--- src/rtl/gt_refclk_ctrl_pkg.sv ---
// Shared types and parameter defaults for the GT reference-clock controller.
package gt_refclk_ctrl_pkg;

  // Per-channel controller state; 2 bits so it packs into the debug bus.
  typedef enum logic [1:0] {
    ST_OFF     = 2'd0,
    ST_CLEAR   = 2'd1,
    ST_ENABLED = 2'd2,
    ST_LOST    = 2'd3
  } ch_state_t;

  localparam int unsigned DEF_NUM_CH        = 4;
  localparam int unsigned DEF_STABLE_CYCLES = 1024;
  localparam int unsigned DEF_CLR_CYCLES    = 8;
  localparam int unsigned DEF_WINDOW_CYCLES = 4096;
  localparam int unsigned DEF_MIN_TOGGLES   = 16;

endpackage

--- src/rtl/gt_refclk_ch_fsm.sv ---
// One reference-clock channel: input synchronisers, power-good qualification,
// BUFG_GT CE/CLR sequencing, heartbeat activity check and loss statistics.
// The FSM state is exported on 'state' for debug visibility.
module gt_refclk_ch_fsm
  import gt_refclk_ctrl_pkg::*;
#(
  parameter int unsigned STABLE_CYCLES = DEF_STABLE_CYCLES,
  parameter int unsigned CLR_CYCLES    = DEF_CLR_CYCLES,
  parameter int unsigned MIN_TOGGLES   = DEF_MIN_TOGGLES
) (
  input  logic       clk,
  input  logic       rst_n,
  input  logic       pg_async,
  input  logic       tgl_async,
  input  logic       eval_pt,
  input  logic       clr_stat,
  output logic       buf_ce,
  output logic       buf_clr,
  output logic       ref_ok,
  output logic       lost_sticky,
  output logic [7:0] lost_cnt,
  output ch_state_t  state
);

  localparam int unsigned STB_W = $clog2(STABLE_CYCLES + 1);
  localparam int unsigned CLR_W = $clog2(CLR_CYCLES + 1);
  localparam int unsigned EDG_W = $clog2(MIN_TOGGLES + 1);
  localparam logic [STB_W-1:0] STB_LAST = STB_W'(STABLE_CYCLES - 1);
  localparam logic [CLR_W-1:0] CLR_LAST = CLR_W'(CLR_CYCLES - 1);
  localparam logic [EDG_W-1:0] EDG_SAT  = EDG_W'(MIN_TOGGLES);

  logic             pg_s1, pg_sync;
  logic             tgl_s1, tgl_s2, tgl_d;
  logic             tgl_edge;
  logic [STB_W-1:0] stb_cnt;
  logic [CLR_W-1:0] clr_cnt;
  logic [EDG_W-1:0] edge_cnt;
  logic             primed;
  logic             pass;
  logic             lost_evt;

  // Two-flop synchronisers plus one history flop for heartbeat edge detection.
  always_ff @(posedge clk or negedge rst_n) begin
    if (!rst_n) begin
      pg_s1   <= 1'b0;
      pg_sync <= 1'b0;
      tgl_s1  <= 1'b0;
      tgl_s2  <= 1'b0;
      tgl_d   <= 1'b0;
    end else begin
      pg_s1   <= pg_async;
      pg_sync <= pg_s1;
      tgl_s1  <= tgl_async;
      tgl_s2  <= tgl_s1;
      tgl_d   <= tgl_s2;
    end
  end

  assign tgl_edge = tgl_s2 ^ tgl_d;
  assign pass     = (edge_cnt >= EDG_SAT);
  // A loss is only counted on a primed evaluation while power is still good.
  assign lost_evt = (state == ST_ENABLED) && pg_sync && eval_pt && primed && !pass;

  // Outputs decode straight from the state flop, so they carry no input path.
  assign buf_ce  = (state != ST_OFF);
  assign buf_clr = (state == ST_OFF) || (state == ST_CLEAR);

  // Channel FSM; a power-good drop outranks every other transition.
  always_ff @(posedge clk or negedge rst_n) begin
    if (!rst_n) begin
      state   <= ST_OFF;
      stb_cnt <= '0;
      clr_cnt <= '0;
      primed  <= 1'b0;
      ref_ok  <= 1'b0;
    end else if (state == ST_OFF) begin
      ref_ok  <= 1'b0;
      primed  <= 1'b0;
      clr_cnt <= '0;
      if (!pg_sync) begin
        stb_cnt <= '0;
      end else if (stb_cnt == STB_LAST) begin
        stb_cnt <= '0;
        state   <= ST_CLEAR;
      end else begin
        stb_cnt <= stb_cnt + 1'b1;
      end
    end else if (!pg_sync) begin
      state   <= ST_OFF;
      stb_cnt <= '0;
      clr_cnt <= '0;
      primed  <= 1'b0;
      ref_ok  <= 1'b0;
    end else begin
      case (state)
        ST_CLEAR: begin
          if (clr_cnt == CLR_LAST) begin
            clr_cnt <= '0;
            primed  <= 1'b0;
            state   <= ST_ENABLED;
          end else begin
            clr_cnt <= clr_cnt + 1'b1;
          end
        end
        ST_ENABLED: begin
          if (eval_pt) begin
            if (!primed) begin
              // First window after enabling is partial; only arm the check.
              primed <= 1'b1;
            end else if (!pass) begin
              state  <= ST_LOST;
              ref_ok <= 1'b0;
            end else begin
              ref_ok <= 1'b1;
            end
          end
        end
        ST_LOST: begin
          if (eval_pt && pass) begin
            state  <= ST_ENABLED;
            ref_ok <= 1'b1;
          end
        end
        default: state <= ST_OFF;
      endcase
    end
  end

  // Heartbeat edge counter, saturating, restarted each window and while not running.
  always_ff @(posedge clk or negedge rst_n) begin
    if (!rst_n) begin
      edge_cnt <= '0;
    end else if ((state == ST_OFF) || (state == ST_CLEAR) || eval_pt) begin
      edge_cnt <= '0;
    end else if (tgl_edge && (edge_cnt != EDG_SAT)) begin
      edge_cnt <= edge_cnt + 1'b1;
    end
  end

  // Loss statistics; a loss in the same cycle as a clear is kept as the first loss.
  always_ff @(posedge clk or negedge rst_n) begin
    if (!rst_n) begin
      lost_sticky <= 1'b0;
      lost_cnt    <= 8'd0;
    end else if (lost_evt) begin
      lost_sticky <= 1'b1;
      if (clr_stat)               lost_cnt <= 8'd1;
      else if (lost_cnt != 8'hFF) lost_cnt <= lost_cnt + 8'd1;
    end else if (clr_stat) begin
      lost_sticky <= 1'b0;
      lost_cnt    <= 8'd0;
    end
  end

endmodule

--- src/rtl/gt_refclk_ctrl.sv ---
// GT reference-clock controller: one shared activity window and NUM_CH
// independent channel controllers. ch_state exposes every channel FSM state.
module gt_refclk_ctrl
  import gt_refclk_ctrl_pkg::*;
#(
  parameter int unsigned NUM_CH        = DEF_NUM_CH,
  parameter int unsigned STABLE_CYCLES = DEF_STABLE_CYCLES,
  parameter int unsigned CLR_CYCLES    = DEF_CLR_CYCLES,
  parameter int unsigned WINDOW_CYCLES = DEF_WINDOW_CYCLES,
  parameter int unsigned MIN_TOGGLES   = DEF_MIN_TOGGLES
) (
  input  logic                  clk,
  input  logic                  rst_n,
  input  logic [NUM_CH-1:0]     gt_powergood,
  input  logic [NUM_CH-1:0]     refclk_tgl,
  input  logic                  clr_stat,
  output logic [NUM_CH-1:0]     buf_ce,
  output logic [NUM_CH-1:0]     buf_clr,
  output logic [NUM_CH-1:0]     ref_ok,
  output logic                  all_ok,
  output logic [NUM_CH-1:0]     lost_sticky,
  output logic [8*NUM_CH-1:0]   lost_cnt,
  output logic [2*NUM_CH-1:0]   ch_state
);

  localparam int unsigned WIN_W = $clog2(WINDOW_CYCLES + 1);
  localparam logic [WIN_W-1:0] WIN_LAST = WIN_W'(WINDOW_CYCLES - 1);

  logic [WIN_W-1:0] win_cnt;
  logic             eval_pt;

  // Free-running measurement window shared by all channels.
  always_ff @(posedge clk or negedge rst_n) begin
    if (!rst_n)                   win_cnt <= '0;
    else if (win_cnt == WIN_LAST) win_cnt <= '0;
    else                          win_cnt <= win_cnt + 1'b1;
  end

  assign eval_pt = (win_cnt == WIN_LAST);
  assign all_ok  = &ref_ok;

  for (genvar i = 0; i < NUM_CH; i++) begin : g_ch
    ch_state_t st;

    gt_refclk_ch_fsm #(
      .STABLE_CYCLES (STABLE_CYCLES),
      .CLR_CYCLES    (CLR_CYCLES),
      .MIN_TOGGLES   (MIN_TOGGLES)
    ) u_ch (
      .clk         (clk),
      .rst_n       (rst_n),
      .pg_async    (gt_powergood[i]),
      .tgl_async   (refclk_tgl[i]),
      .eval_pt     (eval_pt),
      .clr_stat    (clr_stat),
      .buf_ce      (buf_ce[i]),
      .buf_clr     (buf_clr[i]),
      .ref_ok      (ref_ok[i]),
      .lost_sticky (lost_sticky[i]),
      .lost_cnt    (lost_cnt[8*i +: 8]),
      .state       (st)
    );

    assign ch_state[2*i +: 2] = st;
  end

endmodule

--- config.mk ---
export PLATFORM = sky130hd
export DESIGN_NAME = gt_refclk_ctrl
export DESIGN_NICKNAME = d
export VERILOG_FILES = /design/src/rtl/gt_refclk_ctrl_pkg.sv /design/src/rtl/gt_refclk_ch_fsm.sv /design/src/rtl/gt_refclk_ctrl.sv
export SDC_FILE = /design/constraint.sdc
export NUM_CORES = 1
export LEC_CHECK = 0
export BUFFER_PORTS_ARGS = -buffer_cell sky130_fd_sc_hd__buf_2
export CAP_MARGIN = 10
export CORE_ASPECT_RATIO = 2
export CORE_MARGIN = 4
export CORE_UTILIZATION = 65
export DETAILED_ROUTE_END_ITERATION = 16
export GPL_TIMING_DRIVEN = 0
export PLACE_DENSITY = 0.89
export RECOVER_POWER = 100
export SLEW_MARGIN = 15
export SYNTH_ARGS = -nofsm -noshare
export SYNTH_HDL_FRONTEND = slang
export SYNTH_SLANG_ARGS = --single-unit
--- constraint.sdc ---
create_clock -name clk -period 3.92 [get_ports clk]
set_input_delay 0.98 -clock clk [delete_from_list [all_inputs] [get_ports clk]]
set_output_delay 0.98 -clock clk [all_outputs]
set_load 0.02 [all_outputs]
# After elaboration in Yosys (flattened, before gate mapping)
# Cells that the tools add are included.
# Widths: inputs -> output; s select.
[word_totals]
input_bits = 11
output_inout_bits = 57
regBits = 165
wordCells = 368
[classes]
n_eq_ne = 73
n_lt_le_gt_ge = 4
addsub = 17
bitwise_logic = 4
mux = 144
reduce_logical = 73
[op_table]
columns = ["op", "count"]
rows = [
  ["$mux 11", 16],
  ["$ne 4x4->1 const B", 27],
  ["$mux 8", 13],
  ["$mux 2", 36],
  ["$mux 4", 16],
  ["$add 11x1->11 const B", 4],
  ["$eq 11x10->1 const B", 4],
  ["$mux 1", 42],
  ["$mux 5", 8],
  ["$add 8x1->8 const B", 4],
  ["$ne 8x8->1 const B", 4],
  ["$reduce_bool 2->1", 16],
  ["$reduce_and 7->1", 4],
  ["$logic_and 1x1->1", 24],
  ["$pmux 2 s3", 4],
  ["$add 5x1->5 const B", 4],
  ["$ge 5x5->1 const B", 4],
  ["$ne 5x5->1 const B", 4],
  ["$reduce_and 4->1", 5],
  ["$add 4x1->4 const B", 4],
  ["$eq 2x2->1 const B", 8],
  ["$eq 4x3->1 const B", 4],
  ["$ne 2x2->1 const B", 8],
  ["$pmux 1 s2", 8],
  ["other kinds (13)", 44],
]

# Depth between registers and ports, before layout
[logic_depth]
word_depth = 7
mapped_depth = 9
ltp_nobuf = 7

# Modules after synthesis
# Synthesis repeated with hierarchy kept, for this count alone.
[hier_totals]
cells_unflattened = 874
area_unflattened_um2 = 8659.6
[modules_own_cells]
columns = ["mod", "area_each_um2", "cells_each", "n_inst", "seq_area_each_um2"]
rows = [
  ["gt_refclk_ch_fsm (g_ch[0].u_ch ...)", 2006.9, 205, 3, 950.9],
  ["gt_refclk_ch_fsm (g_ch[3].u_ch)", 2005.7, 204, 1, 950.9],
  ["gt_refclk_ctrl", 633.1, 55, 1, 325.3],
]

# Worst setup path before layout
# OpenSTA, ideal clock, no wires.
[synth_path]
kind = "register to register"
from = "reg win_cnt[0]"
to = "reg g_ch[2].u_ch.lost_cnt[5]"
synth_period_minus_slack_ns = 2.519
path_buffers = 2
path_slack_ns = 1.401
t_arrival_ns = 2.441
t_required_ns = 3.842
setup_ns = 0.078
stages_incl_launch_ff = 9
path_cell_list = "dfrtp_1 -> ha_1 -> nand2b_1 -> or4_4 -> buf_6 -> or3_4 -> buf_6 -> or4_1 -> a21oi_1"
[synth_via]
elab_chain_len = 6
word_cells_on_any_way = 7
classes_between = "1 x eq/ne; 1 x mux; 5 x reduce/logical"
[synth_lines]
columns = ["item", "line_no", "text"]
rows = [
  ["from (decl)", "gt_refclk_ctrl.sv:29", "logic [WIN_W-1:0] win_cnt;"],
  ["from (signal assigned)", "gt_refclk_ctrl.sv:36", "else win_cnt <= win_cnt + 1'b1;"],
  ["$eq 13x12->1 *", "gt_refclk_ctrl.sv:39", "assign eval_pt = (win_cnt == WIN_LAST);"],
  ["$logic_and 1x1->1 * (3 in series)", "gt_refclk_ch_fsm.sv:62", "assign lost_evt = (state == ST_ENABLED) && pg_sync && eval_pt && primed && !pass;"],
  ["$reduce_bool 2->1 (no source line)", "--", ""],
  ["$reduce_and 2->1 (no source line)", "--", ""],
  ["to (signal assigned)", "gt_refclk_ch_fsm.sv:148", "else if (lost_cnt != 8'hFF) lost_cnt <= lost_cnt + 8'd1;"],
  ["to (decl)", "gt_refclk_ch_fsm.sv:21", "output logic [7:0] lost_cnt,"],
]
# Every way passes the cells marked *; elsewhere a longest branch is shown, timed or not.
# A chain may end at the register's enable or synchronous reset.

# Worst setup path after layout
[layout_path]
from = "reg win_cnt[0]"
to = "reg g_ch[2].u_ch.primed"
[layout_via]
elab_chain_len = 3
[layout_lines]
columns = ["item", "line_no", "text"]
rows = [
  ["$eq 13x12->1", "gt_refclk_ctrl.sv:39", ""],
  ["$ne 4x4->1 (no source line)", "--", ""],
  ["$reduce_and 3->1 (no source line)", "--", ""],
  ["to (signal assigned)", "gt_refclk_ch_fsm.sv:92", "primed <= 1'b0;"],
  ["to (signal assigned)", "gt_refclk_ch_fsm.sv:99", "primed <= 1'b0;"],
  ["to (signal assigned)", "gt_refclk_ch_fsm.sv:109", "primed <= 1'b1;"],
  ["to (decl)", "gt_refclk_ch_fsm.sv:38", "logic primed;"],
]
# No other way between the ends.

==> parameters.txt <==
Parameter                              Value

Outcome
  Outcome ... complete, but fails checks
  Violated checks ... capacitance limit, slew limit

Yosys
  Area of the mapped netlist ... between 8000 and 9000 µm²
  Number of storage elements in the synthesis netlist ... about 170
  Post-synthesis sequential area ratio ... between 40% and 50%
  Simple-gate share of the synthesized area ... ~22%
  Number of library cell types mapped by synthesis ... 50
  Post-synthesis compound-gate area fraction ... 10.75%
  Syn_area_per_cell ... 9.678 µm²
  Largest family of logic cells by synthesized area ... simple AND/OR/NAND/NOR gates
  Yosys warns ... 0
  Mapped Cells ... around 870
  Post-synthesis xor/xnor area fraction ... under 10%
  Leading register cell type out of synthesis ... sky130_fd_sc_hd__dfrtp_1
  Multiplexer share of the synthesized area ... under 10%
  Net count of the mapped netlist ... just over 900
  Adder-cell share of the synthesized area ... a little over 6%
  Share of synthesized registers carrying an async set or reset ... 100.0%
  Post-synth EDFFs ... 0

Global routing
  Number of global-route vias before repair ... 6,930
  Maximum number of pins on one net before global-route repair ... around 100
  First-pass GRT wire length ... ~32 mm
  Initial antenna violation count ... 0
  Combined global-route utilization of all metal layers ... between 20% and 30%
  Total global routing overflow ... 0

Timing
  Time the worst path needs with I/O delays and setup ... 3.094 ns
  RSZ-0062 raised after global routing ... false
  Final setup TNS ... 0 ns
  Relative slew slack ... -16.86%
  Final-report max-slew violation count ... 69
  Final Worst Setup Slack ... between 0.8 and 0.9 ns
  Final hold vios ... 0
  Largest clock skew in the final design ... 0.01150 ns
  Worst hold slack ... roughly 0.35 ns
  Period utilization ... 78.92%
  Transition time at the pin with the least slew margin ... ~1.8 ns
  Count of endpoints failing setup in the final report ... 0
  Max Fclk ... around 320 MHz

Finish
  Core occupancy in the finished layout ... about 75%
  Number of fill cells ... between 900 and 1,000
  Layout Area Growth over Synthesis ... 12.32%
  Fin nets ... between 1,000 and 1,500
  Design Area, Final ... about 9500 µm²
  Post-layout instance count excluding filler cells ... 1,122
  Fraction of layout instances using a drive strength above 1 ... under 10%
  Inserted Diodes ... 0

Worst setup path
  Crit path capture ... g_ch[2].u_ch.primed
  R2r startpoint ... win_cnt[0]
  FF-to-FF path depth ... 7
  Total stage count of the critical path ... 7
  Worst Path Max Fanout ... 10
  Worst endpoint data arrival time ... ~3.4 ns
  Crit path launch type ... flop
  Combined buffer and inverter count along the critical path ... 2
  Cell occurring most often along the worst timing path ... sky130_fd_sc_hd__clkbuf_1
  Setup slack on the worst flop-to-flop path ... between 0.8 and 0.9 ns
  Kind of critical path ... flop to flop
  Worst endpoint required time ... ~4.3 ns
  Ordered list of cells on the worst path ... ha_1 > nand2b_1 > nor4_1 > clkbuf_1 > clkbuf_1 > a21oi_1 > o21ai_0
  End of the worst register-to-register path ... g_ch[2].u_ch.primed
  Cell family with the largest share of critical-path delay ... buffers and inverters
  Startpoint of the worst setup timing path ... win_cnt[0]
  Critical path's slowest cell ... sky130_fd_sc_hd__nor4_1
  Crit. End Element ... flop
  CP max stage delay ... around 0.76 ns

Clock network
  Clk pin slew, worst setup/hold paths ... approximately 0.06 ns
  Buffers inserted during post-CTS setup optimization ... 0
  TritonCTS clock tree ... yes
  Worst skew pair latency ... 0.43 ns
  Clock tree sinks ... 165
  Root cell of the clock tree ... sky130_fd_sc_hd__clkbuf_16
  Number of H-tree levels ... 4
  TritonCTS buffer count ... 17
  Total of hold buffers inserted after clock tree synthesis ... 0
  Resize count post-CTS ... 0
  Max clock buf depth ... 2

Routing
  Post-DR wirelength/cell ... approximately 17 µm
  Detailed-route via count ... slightly below 7,000
  Vias per Instance ... between 6 and 7
  Total routed wirelength ... ~19 mm
  Iter 0 DRT Violations ... between 300 and 400
  Drt pass-1 iters ... 5
  Number of routed nets with antenna violations ... 0
  Remaining DRCs ... 0

Die
  Die Outline Area ... roughly 15,000 µm²
  Die height ... ~170 µm
  Core Rows ... 58
  Top-level port count ... 68
  Initial cell density of the core ... 66.76%
  Placeable Area ... ~13,000 µm²
  DIE WIDTH ... around 90 µm

Placement
  Number of I/O port buffers ... 67
  Placed Cells incl. Taps ... ~1,100
  Global placer's final weighted congestion ... 0.8419
  Final HPWL from detailed placement ... ~13 mm
  Setup WS pre-CTS ... about 1.2 ns
  Placed Area ... 9004 µm²

Pwr
  Reported leakage power ... between 4 and 5 nW
  Peak VDD IR ... ~430 µV
  Net Sw Power ... between 0.8 and 0.9 mW
  Cell internal power dissipation ... ~2.7 mW
  Sw Ratio ... about a quarter
  Sequential share of power ... about 50%
  Share of power burned in the clock network ... 47.0%
  Post-layout power ... 3.486 mW
  Part of the total power dissipated in combinational logic ... approximately 3.1%
  Total power density per cell area ... 368.2 nW/µm²

Run
  Max Cap Violations ... 1

Min path
  Class of the most critical hold timing path ... flop to flop
-- flip-flops by register name, indices dropped and copies added, names as in the netlist --
signal	flops
g_ch.u_ch.stb_cnt	44
g_ch.u_ch.lost_cnt	32
g_ch.u_ch.edge_cnt	20
g_ch.u_ch.clr_cnt	16
win_cnt	13
g_ch.u_ch.state	8
g_ch.u_ch.lost_sticky	4
g_ch.u_ch.pg_s1	4
g_ch.u_ch.pg_sync	4
g_ch.u_ch.primed	4
g_ch.u_ch.ref_ok	4
g_ch.u_ch.tgl_d	4
g_ch.u_ch.tgl_s1	4
g_ch.u_ch.tgl_s2	4
-- Yosys cell counts, types with 11 or more instances --
cell                       number  share of area, %
sky130_fd_sc_hd__dfrtp_1      165                49
sky130_fd_sc_hd__nand2_1       93               4.1
sky130_fd_sc_hd__nor2_1        89               4.0
sky130_fd_sc_hd__o21ai_0       50               3.0
sky130_fd_sc_hd__nand3_1       47               2.8
sky130_fd_sc_hd__inv_1         42               1.9
sky130_fd_sc_hd__ha_1          41               6.1
sky130_fd_sc_hd__a21oi_1       35               2.1
sky130_fd_sc_hd__xor2_1        33               3.4
sky130_fd_sc_hd__nand4_1       25               1.9
sky130_fd_sc_hd__xnor2_1       24               2.5
sky130_fd_sc_hd__clkbuf_1      20              0.89
sky130_fd_sc_hd__mux2i_1       19               2.3
sky130_fd_sc_hd__buf_4         16               1.4
sky130_fd_sc_hd__nor3_1        16              0.95
sky130_fd_sc_hd__nand2b_1      15               1.1
sky130_fd_sc_hd__nor4_1        12              0.89
sky130_fd_sc_hd__or3_1         12              0.89
sky130_fd_sc_hd__and3_1        11              0.82
-- final cells by class --
| cell class | instances | area [µm²] | share of cell area [%] |
|---|---|---|---|
| repair buffers | 69 | 295.3 | 3.119 |
| inverters | 42 | 157.7 | 1.665 |
| multi-input cells | 626 | 3918 | 41.38 |
| clock buffers | 19 | 442.9 | 4.678 |
| flip-flops and latches | 165 | 4129 | 43.61 |
| plain buffers | 38 | 202.7 | 2.141 |
| well taps | 150 | 187.7 | 1.982 |
| clock inverters | 13 | 135.1 | 1.427 |
-- worst min-delay path by stage --
| stage | from | endpoint | slack [ns] | cells past startpoint |
|---|---|---|---|---|
| 2_1_floorplan | g_ch[0].u_ch.pg_s1 | g_ch[0].u_ch.pg_sync | 0.33 | 0 |
| 3_3_place_gp | g_ch[2].u_ch.pg_s1 | g_ch[2].u_ch.pg_sync | 0.33 | 0 |
| 3_5_place_dp | g_ch[1].u_ch.pg_s1 | g_ch[1].u_ch.pg_sync | 0.33 | 0 |
| 4_1_cts | g_ch[1].u_ch.pg_s1 | g_ch[1].u_ch.pg_sync | 0.35 | 0 |
| 5_1_grt | g_ch[0].u_ch.tgl_s1 | g_ch[0].u_ch.tgl_s2 | 0.36 | 0 |
| 6_report | g_ch[1].u_ch.pg_s1 | g_ch[1].u_ch.pg_sync | 0.35 | 0 |
-- worst register-to-register path: stages (launching register included) --
cell and delay, ns:
sky130_fd_sc_hd__dfrtp_1 0.39, sky130_fd_sc_hd__ha_1 0.32, sky130_fd_sc_hd__nand2b_1 0.14, sky130_fd_sc_hd__nor4_1 0.76, sky130_fd_sc_hd__clkbuf_1 0.55, sky130_fd_sc_hd__clkbuf_1 0.51
sky130_fd_sc_hd__a21oi_1 0.16, sky130_fd_sc_hd__o21ai_0 0.18
-- metal layers --
layer  share of wire [%]  global-route usage [%]
met3                 3.7                   5.261
met5                   0                       0
met1                  38                   30.77
met4                 3.6                   12.04
met2                  54                   48.68
-- power groups by stage --
stage	sequential, mW	clock [mW]	combinational [mW]
final	1.74	1.64	0.107
after global routing	1.74	1.73	0.124
after CTS	1.74	1.65	0.111
after detailed placement	1.77	0	0.110
after global placement	1.77	0	0.103
after floorplan	1.77	0	0.0510
-- logic make-up after synthesis --
logic type,Yosys count
multiplexers,19
XOR/XNOR,57
buffers and inverters,80
flip-flops,165
adder cells (fa/ha/maj),41
AND/OR/NAND/NOR,362
AO/OA/AOI/OAI,147
-- cell usage in the layout, fill, tap and decap left out, types with 11 or more instances in the layout --
cell type / n
sky130_fd_sc_hd__nand2b_1: 15
sky130_fd_sc_hd__a21oi_1: 35
sky130_fd_sc_hd__xnor2_1: 24
sky130_fd_sc_hd__nand2_1: 93
sky130_fd_sc_hd__or3_1: 12
sky130_fd_sc_hd__mux2i_1: 19
sky130_fd_sc_hd__buf_4: 15
sky130_fd_sc_hd__inv_1: 42
sky130_fd_sc_hd__xor2_1: 33
sky130_fd_sc_hd__clkbuf_16: 17
sky130_fd_sc_hd__clkbuf_1: 81
sky130_fd_sc_hd__o21ai_0: 50
sky130_fd_sc_hd__nor4_1: 12
sky130_fd_sc_hd__nand3_1: 47
sky130_fd_sc_hd__nand4_1: 25
sky130_fd_sc_hd__nor2_1: 89
sky130_fd_sc_hd__ha_1: 41
sky130_fd_sc_hd__dfrtp_1: 165
sky130_fd_sc_hd__nor3_1: 16
sky130_fd_sc_hd__and3_1: 11
No activity file was read; power rests on OpenSTA's default activity.
